===== config.mk =====
export PLATFORM = sky130hd
export DESIGN_NAME = calc_display_scan
export DESIGN_NICKNAME = d
export VERILOG_FILES = /design/src/rtl/calc_display_scan.sv
export SDC_FILE = /design/constraint.sdc
export NUM_CORES = 1
export LEC_CHECK = 0
export BUFFER_PORTS_ARGS = -buffer_cell sky130_fd_sc_hd__buf_2
export CORE_AREA = 8 8 111 113
export CTS_CLUSTER_DIAMETER = 100
export DETAILED_ROUTE_END_ITERATION = 16
export DIE_AREA = 0 0 119 121
export HOLD_SLACK_MARGIN = 0.02
export SLEW_MARGIN = 20
export SYNTH_ARGS = -nofsm -noshare
export SYNTH_HDL_FRONTEND = slang
export SYNTH_SLANG_ARGS = --single-unit

===== constraint.sdc =====
create_clock -name clock -period 3.4 [get_ports clock]
set_input_delay 0.68 -clock clock [delete_from_list [all_inputs] [get_ports clock]]
set_output_delay 0.68 -clock clock [all_outputs]
set_load 0.005 [all_outputs]

===== src/rtl/calc_display_scan.sv =====
// Scans eight 7-segment patterns onto a shared active-low segment bus, one digit at a time,
// with per-frame snapshotting and error blink. Optional macro: LEADING_ZERO_BLANK_EN.
module calc_display_scan #(
    parameter int CLK_PER_DIGIT = 1000,
    parameter int BLINK_FRAMES  = 64
) (
    input  logic       clock,
    input  logic       reset,
    input  logic [6:0] displays [7:0],
    input  logic [1:0] status,
    input  logic       enable,
    output logic [7:0] an_n,
    output logic [6:0] seg_n,
    output logic       frame_done
);
    localparam int PW = $clog2(CLK_PER_DIGIT);
    localparam int FW = (BLINK_FRAMES > 1) ? $clog2(BLINK_FRAMES) : 1;
    localparam logic [PW-1:0] PRESC_LAST = PW'(CLK_PER_DIGIT - 1);
    localparam logic [FW-1:0] FCNT_LAST  = FW'(BLINK_FRAMES - 1);

    logic [PW-1:0] presc_q, presc_d;
    logic [2:0]    idx_q, idx_d;
    logic [FW-1:0] fcnt_q, fcnt_d;
    logic          phase_q, phase_d;
    logic [6:0]    shadow_q [8];
    logic [6:0]    shadow_d [8];
    logic [7:0]    an_n_q, an_n_d;
    logic [6:0]    seg_n_q, seg_n_d;
    logic          frame_done_q, frame_done_d;
    logic          tick, boundary, blank;

`ifdef LEADING_ZERO_BLANK_EN
    logic [7:0]    mask_q, mask_d, lead_mask;

    // A digit is a leading zero only if every digit above it is one too; digit 0 always shows.
    always_comb begin
        logic lead;
        lead      = 1'b1;
        lead_mask = '0;
        for (int i = 7; i >= 1; i--) begin
            lead         = lead && (displays[i] == 7'h3F);
            lead_mask[i] = lead;
        end
        mask_d = boundary ? lead_mask : mask_q;
    end

    always_ff @(posedge clock or negedge reset) begin
        if (!reset) mask_q <= '0;
        else        mask_q <= mask_d;
    end
`endif

    always_comb begin
        tick     = enable && (presc_q == PRESC_LAST);
        boundary = tick && (idx_q == 3'd7);

        presc_d = presc_q;
        idx_d   = idx_q;
        if (enable) presc_d = tick ? '0 : presc_q + PW'(1);
        if (tick)   idx_d   = idx_q + 3'd1;

        for (int i = 0; i < 8; i++) shadow_d[i] = boundary ? displays[i] : shadow_q[i];

        // Blink uses the status present on the boundary edge, so a same-edge change wins.
        fcnt_d  = fcnt_q;
        phase_d = phase_q;
        if (status != 2'b10) begin
            fcnt_d  = '0;
            phase_d = 1'b0;
        end else if (boundary) begin
            if (fcnt_q == FCNT_LAST) begin
                fcnt_d  = '0;
                phase_d = ~phase_q;
            end else begin
                fcnt_d = fcnt_q + FW'(1);
            end
        end

        // Outputs are registered from next-state values so they move on the same edge as the index.
        blank        = !enable || phase_d;
        frame_done_d = boundary;
        an_n_d       = blank ? 8'hFF : ~(8'd1 << idx_d);
        seg_n_d      = blank ? 7'h7F : ~shadow_d[idx_d];
`ifdef LEADING_ZERO_BLANK_EN
        if (mask_d[idx_d]) seg_n_d = 7'h7F;
`endif
    end

    always_ff @(posedge clock or negedge reset) begin
        if (!reset) begin
            presc_q      <= '0;
            idx_q        <= '0;
            fcnt_q       <= '0;
            phase_q      <= 1'b0;
            for (int i = 0; i < 8; i++) shadow_q[i] <= '0;
            an_n_q       <= 8'hFF;
            seg_n_q      <= 7'h7F;
            frame_done_q <= 1'b0;
        end else begin
            presc_q      <= presc_d;
            idx_q        <= idx_d;
            fcnt_q       <= fcnt_d;
            phase_q      <= phase_d;
            for (int i = 0; i < 8; i++) shadow_q[i] <= shadow_d[i];
            an_n_q       <= an_n_d;
            seg_n_q      <= seg_n_d;
            frame_done_q <= frame_done_d;
        end
    end

    assign an_n       = an_n_q;
    assign seg_n      = seg_n_q;
    assign frame_done = frame_done_q;

endmodule


# == Word-level counts from Yosys, hierarchy flattened ==
# Index checks and enable logic that the tools add are counted.
# classes
mul,0
n_reduce_logical,5
eq_ne,4
bitwise_logic,4
div,0
addsub,3
magnitude_cmp,1
muxes,21
n_shift,1
# op_table
op,n
7-bit two-way mux,11
7-bit binary-select mux with 3-bit select,1
6-bit two-way mux,3
10-bit by 1-bit adder with 10-bit output (second input constant),1
10-bit == test (second input constant),1
10-bit two-way mux,1
8-bit two-way mux,1
8-bit inverter,1
1-bit by 3-bit left shift with 8-bit output (first input constant),1
7-bit inverter,1
6-bit by 1-bit adder with 6-bit output (second input constant),1
6-bit == test (second input constant),1
4-bit greater-or-equal comparator (second input constant),1
3-bit inverter with 4-bit output,1
3-bit by 1-bit adder with 3-bit output (second input constant),1
3-bit == test (second input constant),1
1-bit two-way mux,3
3-bit two-way mux,1
1-bit logical AND,2
2-bit != test (second input constant),1
2-bit nonzero test,1
1-bit logical NOT,1
1-bit logical OR,1
1-bit inverter,1
# totals
word_cells,54
regBits,92
latch_bits,0
mem_bits_ro,0
memories,0
ramBits,0

# == Longest topological paths before layout ==
# depth
ltp_word,9
depth_mapped,10
mapped_depth_nobuf,8

# == Worst setup path after synthesis ==
# No wires, ideal clock.
# synth_timing
path_kind,input -> register
startpoint,input port enable
endpoint,register seg_n_q[5] (netlist: seg_n[5])
slack_ns,0.949
n_path_buf,2
t_arrival_ns,2.370
cell_stages,8
t_required_ns,3.319
cell_sequence,buf_2 -> nand4b_1 -> nor4_4 -> mux2i_1 -> clkbuf_1 -> a2bb2oi_1 -> o221a_1 -> a32oi_1
# synth_via
elab_chain_len,8
# synth_rtl
element,line_no,text
"start, declared",11,"input logic enable,"
1-bit logical AND,54,tick = enable && (presc_q == PRESC_LAST);
1-bit logical AND / 3-bit two-way mux (equally long branches),"55, 60",
7-bit two-way mux / 3-bit inverter with 4-bit output (equally long branches),"62, 83",
7-bit binary-select mux with 3-bit select,83,seg_n_d = blank ? 7'h7F : ~shadow_d[idx_d];
7-bit two-way mux (not written as such) (2 in a row),83,
7-bit inverter,83,
7-bit two-way mux *,83,
via seg_n_d[5],28,"logic [6:0] seg_n_q, seg_n_d;"
"end signal, assigned",106,seg_n_q <= seg_n_d;
"end, declared",28,
# Mark *: on every way through the listed nets, which the timed path passes. The rest lies on a longest branch. The select of a mux whose other input is x is not followed.
# A chain may end at the register's enable or synchronous reset.

==> results.md <==
- Sw frac: 25.4%
- First-pass GRT wire length: about 15000 um
- CTS Buf Count: 9
- Final antenna-violating net count: 0
- Total Wirelength: 9340 um
- Sw Pwr: 524 uW
- Total Routing Usage GR: 13.4%
- Simple-gate share of the synthesized area: 10.6%
- GPL Wtd Cong: approximately 0.75
- Layout cell share with drive strength beyond 1: 35.8%
- I/O Buffers: 76
- Post-Synth Adder-Cell Area: roughly 1.2%
- Diode count: 0
- CTS Root Cell: clkbuf_8
- Starting Density: around two fifths
- Worst Hold Class: in2async
- Slew Limit Fails: 0
- Cell-internal power: 1540 uW
- Vias in the first global route: slightly above 3000
- Sequential cell fraction of total power: 57.6%
- Least-Margin Pin Slew: 751 ps
- Max Cap Violations: 0
- Drt drc: 0
- WP data arrival: between 2000 and 3000 ps
- Clock Skews: between 10 and 15 ps
- Boundary Pins: between 70 and 80
- Power per Cell Area: 426 nW/um^2
- Die ar.: 14400 sq um
- Final setup viols: 0
- Post-synth EDFFs: 0
- Drt via density: between 4 and 5
- Clock transition at path regs: roughly 90 ps
- Synth cell types: 37
- Postcts setup bufs: 0
- Via count: approximately 2800
- Startpoint Class: flip-flop
- Compound-Gate Fraction of Synth Area: 9.45%
- Final net count: approximately 500
- Critical Path Fanout Max: 53
- Final period utilization: between 70 and 80%
- CORE AREA: around 11000 sq um
- Rel. slew slack: between 40 and 50%
- Combinational share of power: about 7.4%
- RSZ-0062 raised after global routing: false
- Peak supply drop: ~0.20 mV
- Worst path required time: around 3700 ps
- Worst Setup End Kind: flip-flop
- Wirelength per Cell: between 15 and 20 um
- Fin crit period: about 2600 ps
- Clock sinks: between 90 and 100
- Syn avg cell area: between 10 and 15 sq um
- Static Leak: between 0.002 and 0.0025 uW
- Crit Path Category: reg2reg
- Cells after DPL: approximately 550
- Post-synthesis sequential area ratio: 56.6%
- Fin util: a little under half
- Die Y: ~120 um
- Fmax: a little under 400 MHz
- Netlist Area Pre-Place: a little over 4000 sq um
- Cts repair resizes: 0
- GRT Residual Overflow: 0
- Row count: 38
- H-tree Lvls: 3
- Yosys reg bits: about 90
- Post-Syn Instances: between 300 and 400
- Status: finished, final reports clean
- Initial antenna violation count: 0
- Post-DP HPWL: 6830 um
- Initial drt markers: 114
- Synth warn: 0
- Post-synthesis mux area share: 14.7%
- Drt first pass iters: 4
- Fin cells: 570
- Post-cts hold buffer count: 0
- Mapped Nets: 408
- Clock Latency Late Sink: around 360 ps
- Die width: 119 um
- CTS tree: yes
- Largest net degree at the start of global routing: between 50 and 60
- Post-route setup TNS: 0 ps
- Main combinational cell family by area after synthesis: multiplexers
- Clock power frac: between 30% and 40%
- Max Buffers Root-to-Sink: 2
- Post-synth ARST share: 100%
- Final hold violation count: 0
- Post-Synth XOR/XNOR Area: about 2.3%
- Area Growth Syn to Fin: 18.2%
- Ys flop type: dfrtp_1
power by group through the flow:
stage / sequential [uW] / combinational, uW / clock [uW]
global placement: 1210 / 156 / 0
finish: 1190 / 154 / 721
CTS: 1190 / 159 / 740
detailed placement: 1210 / 160 / 0
floorplan: 1200 / 82.9 / 0
global route: 1200 / 176 / 779
placed cells by master, fill, tap and decap left out, types with 10 or more instances in the layout:
cell type and instances:
dfrtp_1 77, mux2_2 27, inv_1 30, mux2i_1 30, buf_4 10, clkbuf_8 12
a32oi_1 14, nand2_1 46, nor2_1 14, dfstp_2 15, buf_2 75
cell usage after synthesis, types with 2 or more instances:
cell type,count,area [sq um]
a21oi_1,6,30.0
a22oi_1,6,45.0
a2bb2oi_1,8,70.1
a32oi_1,14,123
and3_1,4,25.0
buf_2,6,30.0
buf_4,3,22.5
buf_6,3,33.8
clkbuf_1,3,11.3
dfrtp_1,77,1930
dfstp_2,15,394
ha_1,4,50.1
inv_1,30,113
mux2_2,27,304
mux2i_1,30,300
nand2_1,46,173
nand2b_1,3,18.8
nand4_1,7,43.8
nand4b_1,2,17.5
nor2_1,14,52.6
nor2b_1,2,12.5
nor4_4,2,42.5
o21ai_0,2,10.0
o221a_2,6,67.6
or3_1,2,12.5
xnor2_1,2,17.5
xor2_1,9,78.8
routing by layer:
metal / GRT usage, % / part of all wire, % / routed length (um)
met1: 17.5 / 47 / 4370
met2: 21.0 / 47 / 4430
met3: 2.75 / 4.3 / 399
met4: 5.93 / 1.6 / 145
met5: 0 / 0 / 0
cell type report:
| cell class | instances | area (sq um) |
|---|---|---|
| clock buffers | 13 | 169 |
| clock inverters | 3 | 28.8 |
| fillers | 1004 | 5750 |
| inverters | 30 | 113 |
| multi-input cells | 206 | 1570 |
| flip-flops and latches | 92 | 2320 |
| well taps | 140 | 175 |
| repair buffers | 86 | 470 |
per-stage QoR:
stage               hold WS, ps  instance area [sq um]  worst slack, ps  power [uW]
floorplan                   384                   4100              949        1280
global placement            444                   4650              802        1360
detailed placement          452                   4650              705        1370
CTS                         364                   4850              794        2090
global route                394                   4850              542        2150
finish                      341                   4850              812        2060
state kept, by name (all words and copies together), names as in the netlist:
signal	flops
phase_q	1
frame_done	1
fcnt_q	6
an_n	8
presc_q	10
seg_n	7
idx_q	3
shadow_q	56
cell families (layout without fill, tap and decap cells):
group,count (synthesis),in the layout
AO/OA/AOI/OAI,47,47
flip-flops,92,92
multiplexers,57,57
adder cells (fa/ha/maj),4,4
XOR/XNOR,11,11
buffers and inverters,45,132
AND/OR/NAND/NOR,87,87
path summary, 6_finish.rpt:
check                             startpoint      endpoint  slack (ps)  depth (start not counted)
worst max-delay path                idx_q[0]      seg_n[1]         810                          8
worst max register to register      idx_q[0]      seg_n[1]         810                          8
min in group clock              shadow_q[47]  shadow_q[47]         470                          2
worst min-delay path                   reset    presc_q[7]         340                          1
max in group asynchronous              reset       an_n[1]        2270                          2
worst min register to register  shadow_q[47]  shadow_q[47]         470                          2
critical path, cell delays in order, from the launching register on:
cell      delay [ps]
dfrtp_1          490
ha_1             200
ha_1             230
nand4b_1         170
nor4_4           210
buf_12           330
mux2_2           390
o221a_2          290
a32oi_1          170
(Power assumes the default switching activity.)
